$ cat config.mk
export PLATFORM = sky130hd
export DESIGN_NAME = truth_table_sweeper
export DESIGN_NICKNAME = d
export VERILOG_FILES = /design/src/rtl/tts_pkg.sv /design/src/rtl/truth_table_sweeper.sv
export SDC_FILE = /design/constraint.sdc
export NUM_CORES = 1
export LEC_CHECK = 0
export CORE_MARGIN = 2
export CORE_UTILIZATION = 25
export DETAILED_ROUTE_END_ITERATION = 8
export PLACE_DENSITY = 0.47
export SLEW_MARGIN = 20
export SYNTH_ARGS = -nofsm -noshare
export SYNTH_HDL_FRONTEND = slang
export SYNTH_SLANG_ARGS = --single-unit
export TNS_END_PERCENT = 20
$ cat constraint.sdc
create_clock -name clk -period 1.9 [get_ports clk]
set_clock_uncertainty 0.05 [all_clocks]
set_input_delay 0.475 -clock clk [delete_from_list [all_inputs] [get_ports clk]]
set_output_delay 0.475 -clock clk [all_outputs]
set_load 0.02 [all_outputs]
$ cat src/rtl/tts_pkg.sv
// Shared types and constants for the truth-table sweeper.
package tts_pkg;

    typedef enum logic [1:0] {
        IDLE,
        SETTLE,
        SAMPLE,
        DONE
    } tts_state_e;

    localparam int N_VEC = 16;
    localparam int VEC_W = 4;

    // Golden table of the 4-input circuit: output is 0 only for vectors 11 and 15.
    localparam logic [N_VEC-1:0] EXP_DA1 = 16'h77FF;

endpackage

$ cat src/rtl/truth_table_sweeper.sv
// Walks all 16 input vectors through the external logic circuit and packs its responses into a signature.
// Optional first-failure logging is enabled with the macro TTS_ERRLOG_EN.
module truth_table_sweeper
    import tts_pkg::*;
#(
    parameter int               SETTLE_CYCLES = 2,
    parameter logic [N_VEC-1:0] EXPECTED      = EXP_DA1
) (
    input  logic               clk,
    input  logic               rst_n,
    input  logic               start,
    output logic               vec_a,
    output logic               vec_b,
    output logic               vec_c,
    output logic               vec_d,
    input  logic               resp_in,
    output logic               busy,
    output logic               done,
    output logic [N_VEC-1:0]   signature,
    output logic [4:0]         ones_count,
    output logic               pass,
    output logic [VEC_W-1:0]   first_fail_idx,
    output logic               fail_valid
);

    localparam logic [3:0]       SETTLE_LAST = 4'(SETTLE_CYCLES - 1);
    localparam logic [VEC_W-1:0] LAST_IDX    = VEC_W'(N_VEC - 1);

    tts_state_e       state;
    logic [VEC_W-1:0] idx;
    logic [3:0]       settle_cnt;

    // The stimulus bits are the registered vector index itself.
    assign vec_a = idx[0];
    assign vec_b = idx[1];
    assign vec_c = idx[2];
    assign vec_d = idx[3];

`ifndef TTS_ERRLOG_EN
    assign first_fail_idx = '0;
    assign fail_valid     = 1'b0;
`endif

    always_ff @(posedge clk or negedge rst_n) begin
        if (!rst_n) begin
            state      <= IDLE;
            idx        <= '0;
            settle_cnt <= '0;
            busy       <= 1'b0;
            done       <= 1'b0;
            signature  <= '0;
            ones_count <= '0;
            pass       <= 1'b0;
`ifdef TTS_ERRLOG_EN
            first_fail_idx <= '0;
            fail_valid     <= 1'b0;
`endif
        end else begin
            done <= 1'b0;
            case (state)
                IDLE: begin
                    if (start) begin
                        state      <= SETTLE;
                        idx        <= '0;
                        settle_cnt <= '0;
                        busy       <= 1'b1;
                        signature  <= '0;
                        ones_count <= '0;
                        pass       <= 1'b0;
`ifdef TTS_ERRLOG_EN
                        first_fail_idx <= '0;
                        fail_valid     <= 1'b0;
`endif
                    end
                end
                SETTLE: begin
                    if (settle_cnt == SETTLE_LAST) begin
                        settle_cnt <= '0;
                        state      <= SAMPLE;
                    end else begin
                        settle_cnt <= settle_cnt + 4'd1;
                    end
                end
                SAMPLE: begin
                    signature[idx] <= resp_in;
                    ones_count     <= ones_count + {4'b0000, resp_in};
`ifdef TTS_ERRLOG_EN
                    if ((resp_in != EXPECTED[idx]) && !fail_valid) begin
                        first_fail_idx <= idx;
                        fail_valid     <= 1'b1;
                    end
`endif
                    // Explicit exit at the last vector keeps idx (and vec_*) parked at 15.
                    if (idx == LAST_IDX) begin
                        state <= DONE;
                    end else begin
                        idx   <= idx + 1'b1;
                        state <= SETTLE;
                    end
                end
                DONE: begin
                    done  <= 1'b1;
                    pass  <= (signature == EXPECTED);
                    busy  <= 1'b0;
                    state <= IDLE;
                end
                default: begin
                    state <= IDLE;
                end
            endcase
        end
    end

endmodule

=== Yosys cells after proc, flatten, opt, wreduce, memory -nomap -nowiden ===
Cells that the tools add are included.

* Add/subtract/negate cells: 3
* $mul: 0
* Div/mod/pow operators: 0
* $lt $le $gt $ge: 2
* Equal/unequal tests: 9
* Shifts and indexed selects: 0
* Mux-type cells: 21
* Bitwise logic cells: 0
* Reduce and logical (&&, ||, !) cells: 10

{| class="wikitable"
|+ Operator list
! cell !! number
|-
| case mux 16 bit (2 select lines) || 1
|-
| bitwise mux 16 bit || 1
|-
| equality test 16 x 15 -> 1 bit (second input constant) || 1
|-
| 2-to-1 mux 16 bit || 1
|-
| case mux 4 bit (2 select lines) || 2
|-
| 2-to-1 mux 4 bit || 3
|-
| case mux 5 bit (2 select lines) || 1
|-
| adder 4 x 1 -> 4 bit (second input constant) || 2
|-
| case mux 2 bit (4 select lines) || 1
|-
| AND reduction 2 bit || 4
|-
| 2-to-1 mux 2 bit || 3
|-
| != test 2 bit (second input constant) || 3
|-
| nonzero test 2 bit || 3
|-
| adder 5 x 1 -> 5 bit || 1
|-
| < comparator 4 x 5 -> 1 bit (second input constant) || 1
|-
| 2-to-1 mux 5 bit || 1
|-
| demux 1 bit (select 4 bit) || 1
|-
| equality test 2 bit (second input constant) || 2
|-
| equality test 4 x 1 -> 1 bit (second input constant) || 1
|-
| equality test 4 bit (second input constant) || 1
|-
| >= comparator 4 x 1 -> 1 bit (second input constant) || 1
|-
| 2-to-1 mux 1 bit || 4
|-
| case mux 1 bit (2 select lines) || 2
|-
| AND reduction 3 bit || 1
|-
| 3 further kinds || 3
|}

* Bits in registers: 34
* Bits in latches: 0
* Memory bits (writable): 0
* Memory bits (read-only): 0
* Input port bits: 4
* Output and inout port bits: 33
* Memories: 0

=== Logic depth before layout (Yosys ltp) ===
* Depth after elaboration: 6
* Depth in mapped cells: 5

=== Worst setup path before layout ===
No wires, ideal clock.

* Path type: register -> register
* Start: reg idx[0]
* End: reg signature[0]
* Setup time: 0.140 ns
* Data arrival time: 1.297 ns
* Required time: 1.710 ns
* Setup slack: 0.413 ns
* Stages on the path, launching flop included: 6
* Buffers on the path: 0
* Clock period less this slack: 1.487 ns
* Cell sequence: dfrtp_1 > inv_1 > ha_1 > nand3b_2 > o311ai_0 > o41ai_1

* Cells in the longest elaborated chain, start to end: 6
* Elaborated cells between the ends (all ways): 7
* Those cells by class: order compare (2); mux (4); reduce/logical (1)

{| class="wikitable"
|+ Ends and longest elaborated chain
! item !! line !! source
|-
| from (decl) || truth_table_sweeper.sv:30 || <nowiki>logic [VEC_W-1:0] idx;</nowiki>
|-
| from (signal assigned) || truth_table_sweeper.sv:97 || <nowiki>idx <= idx + 1'b1;</nowiki>
|-
| < comparator 4 x 5 -> 1 bit (not written as such) or >= comparator 4 x 1 -> 1 bit (tied branches) || truth_table_sweeper.sv:85 || <nowiki>signature[idx] <= resp_in;</nowiki>
|-
| logical AND 1 bit (not written as such) || truth_table_sweeper.sv:85 ||
|-
| 2-to-1 mux 1 bit (not written as such) || truth_table_sweeper.sv:85 ||
|-
| demux 1 bit (select 4 bit) * || truth_table_sweeper.sv:85 ||
|-
| bitwise mux 16 bit * || truth_table_sweeper.sv:85 ||
|-
| case mux 16 bit (2 select lines) * || truth_table_sweeper.sv:60 || <nowiki>case (state)</nowiki>
|-
| to (signal, indexed assignment) || truth_table_sweeper.sv:85 ||
|-
| to (decl) || truth_table_sweeper.sv:19 || <nowiki>output logic [N_VEC-1:0] signature,</nowiki>
|}

Mark *: on every way between the ends. The rest lies on a longest branch, timed or not.
A chain may end at the register's enable or synchronous reset.

=== Final worst setup path ===
* Start: reg signature[0]
* End: out signature[0]

No word-level cell between the ends.

==> parameters.txt <==
Parameter                              Value

Outcome
  Outcome ... completed

Global routing
  Number of antenna violations at the first check in global routing ... 0
  Gr usage total ... 11.8%
  Total global routing overflow ... 0
  Global-route wire length before repair ... 7000 µm
  Largest net degree at the start of global routing ... 35
  Number of global-route vias before repair ... 1346

Timing
  RSZ-0062 raised after global routing ... false
  Worst hold-check slack ... 438 ps
  Worst slew margin relative to its limit ... 58.4%
  Final hold violations ... 0
  Share of the clock period used by the worst path after layout ... 97.1%
  Slew @ Worst Pin ... 623 ps
  Max frequency ... 542 MHz
  Final worst path period need ... 1850 ps
  Least setup slack across all paths after layout ... 54.5 ps
  Fin Setup TNS ... 0 ps
  Max Slew Vio Count ... 0
  Number of failing setup endpoints in the final timing report ... 0

Worst hold path
  Endpoint of the worst hold path ... busy
  Hold depth ... 2
  HP Class ... reg -> reg
  Hold path startpoint ... busy

Clocking
  Clock latency of the later-clocked register in the worst-skew pair ... 290 ps
  Root buffer selected by CTS ... sky130_fd_sc_hd__clkbuf_8
  Total clock buffers created by CTS ... 5
  H-tree levels ... 2
  CTS Sinks ... 34
  Max Buffers Root-to-Sink ... 2
  TritonCTS clock tree ... done
  Clock input transition at the sequential cells of the worst setup and hold paths ... 80 ps
  Post-CTS Setup Bufs ... 0

Routing
  Sum of routed wire segments on met1 ... 1990 µm
  WL/cell ... 14.1 µm
  Via count of the routed design ... 1390
  Aggregate routed wire length ... 4150 µm
  Detailed route wirelength on metal2 ... 1870 µm
  Length of the first detailed-routing pass in iterations ... 4
  First DRT Iteration DRCs ... 40
  Top routing layer in use ... met4
  DRT antenna net count ... 0
  Met3 WL post-DR ... 203 µm
  Per-cell via count in the routed design ... 4.71
  DRC violation count after routing ... 0

Final layout
  Antenna diodes ... 0
  Layout filler cell count ... 720
  Area of the multi-input gates ... 816 µm²
  Final nets ... 211
  Share of layout cells above drive strength 1 ... 13.1%
  Signed area change from the synthesized netlist to the final layout ... 30.3%
  Register area ... 851 µm²
  Final design utilization ... 33.9%

Critical path
  Setup crit start kind ... flop
  Worst path arrival time ... 1320 ps
  Path type of the worst setup path ... reg -> out
  Critical path endpoint category ... primary output
  Worst-path cell chain ... clkdlybuf4s50_1
  Cell at the slowest stage of the critical path ... sky130_fd_sc_hd__clkdlybuf4s50_1
  Slack of the worst reg-to-reg path ... 170 ps
  Length in cells of the worst reg-to-reg path ... 4
  WP buf/inv ... 1
  Startpoint of the worst register-to-register path ... state[0]
  Largest delay share family, worst path ... buffers and inverters
  Worst stage delay on the critical path ... 630 ps
  Critical Path Fanout Max ... 3
  Worst flop-to-flop path endpoint ... idx[1]
  Required time of the worst setup path ... 1370 ps

Placed design
  Count of buffers from port buffering ... 31
  Setup WS pre-CTS ... -98.5 ps
  Routability congestion estimate ... 0.752
  Estimated wirelength of the detail-placed design ... 2870 µm

Floorplan
  Number of placed I/O pins ... 37
  Placeable core region ... 0.00683 mm²
  Effective utilization at floorplan ... 26.0%
  Row cnt ... 30
  Die span in y ... 88.3 µm
  Die footprint ... 0.00780 mm²
  Width of the die ... 88.3 µm

Synthesis
  Post-synthesis sequential area ratio ... 47.9%
  Flip-flop and latch count after synthesis ... 34
  Gate count of the mapped netlist ... 162
  Syn Std Cell Area ... 0.00178 mm²
  Number of warning messages in the yosys log ... 0
  Distinct cell type count after synthesis ... 36
  Post-Syn Area per Cell ... 11.0 µm²

Power
  IR drop worst, VDD ... 0.334 mV
  Power per Cell Area ... 1060 mW/mm²
  Leakage ... 0.00109 µW

Flow run
  Max-Cap Viols ... 0
## repair_timing
item | CTS | global route
hold buffers | 0 | 0
endpoints found under the hold margin | 0 | 0
pin swaps | 0 | 0
resized for setup | 2 | 4
endpoints found under the setup margin | 2 | 4
## Yosys cell counts, drive strengths merged
cell type,number,share of area [%]
nor3b,1,0.42
buf,11,4.9
ha,9,6.3
nand3,5,1.4
dfrtp,34,48
nand2,14,3.0
nand4b,3,1.5
clkbuf,4,0.92
conb,1,0.21
and3,2,0.70
mux2i,5,2.8
a22o,4,2.0
a31o,1,0.49
o32ai,1,0.49
o311ai,4,2.8
mux2,2,1.3
o21bai,1,0.42
or4,1,0.42
inv,6,1.3
nand2b,2,0.70
nor2,4,0.84
or3b,2,0.99
o211ai,11,4.6
o31ai,11,4.6
nand3b,5,2.7
nand4,3,1.1
o41ai,4,2.0
a21oi,2,0.56
nor2b,2,0.70
o21ai,7,2.0
## flip-flops by register name (all words and copies together), names as in the netlist
name        flops
settle_cnt      4
busy            1
idx             4
done            1
signature      16
state           2
ones_count      5
pass            1
## layer usage
metal / vias up / global-route usage, %
met3: 6 / 3.36
met5: - / 0
met4: 0 / 5.37
li1: 674 / -
met1: 668 / 16.6
met2: 42 / 16.7
## through the flow
step	total power (µW)	std cells	instance area, µm²
5_1_grt	2660	295	2310
6_report	2460	295	2310
2_1_floorplan	1580	166	1790
4_1_cts	2510	295	2300
3_5_place_dp	1930	287	2210
3_3_place_gp	1930	287	2210
## cell type report
| class | instances | share of cell area, % |
|---|---|---|
| Inverter | 6 | 0.973 |
| Timing Repair Buffer | 40 | 17.7 |
| Tap cell | 96 | 5.19 |
| Sequential cell | 34 | 36.8 |
| Clock inverter | 2 | 0.541 |
| Clock buffer | 6 | 3.57 |
| Multi-Input combinational cell | 111 | 35.2 |
## logic make-up after synthesis
family                   Yosys count  share of synthesized area, %
buffers and inverters             21                          7.04
adder cells (fa/ha/maj)            9                          6.34
flip-flops                        34                          47.9
multiplexers                       7                          4.08
other                              1                         0.211
AND/OR/NAND/NOR                   44                          14.4
AO/OA/AOI/OAI                     46                          20.0
## placed cells by master (no fill, tap or decap), drive strengths merged, types with 3 or more instances in the layout
cell / count
nand3b: 5
ha: 9
nand2: 14
o21ai: 7
mux2i: 5
buf: 9
nor2: 4
conb: 5
nand4b: 3
o311ai: 4
nand3: 5
clkdlybuf4s50: 25
inv: 6
nand4: 3
dfrtp: 34
o211ai: 11
o31ai: 11
a22o: 4
dlymetal6s2s: 4
o41ai: 4
clkbuf: 6
## worst max path at each step
stage                        startpoint             to  slack [ps]  depth (start not counted)
after detailed placement        resp_in  ones_count[2]        -100                          5
after global routing      ones_count[0]  ones_count[0]          20                          1
after floorplan                  idx[0]   signature[0]         410                          5
after global placement          resp_in  ones_count[2]         -70                          5
after CTS                 ones_count[3]  ones_count[3]          10                          1
final                      signature[0]   signature[0]          50                          1
## report_power, final
part           switching [µW]  internal [µW]  total, µW
Clock                     275            291        567
Combinational             484            397        880
Sequential                161            852       1010
Total                     920           1540       2460
Note: power is estimated with default switching activity, not from simulation.
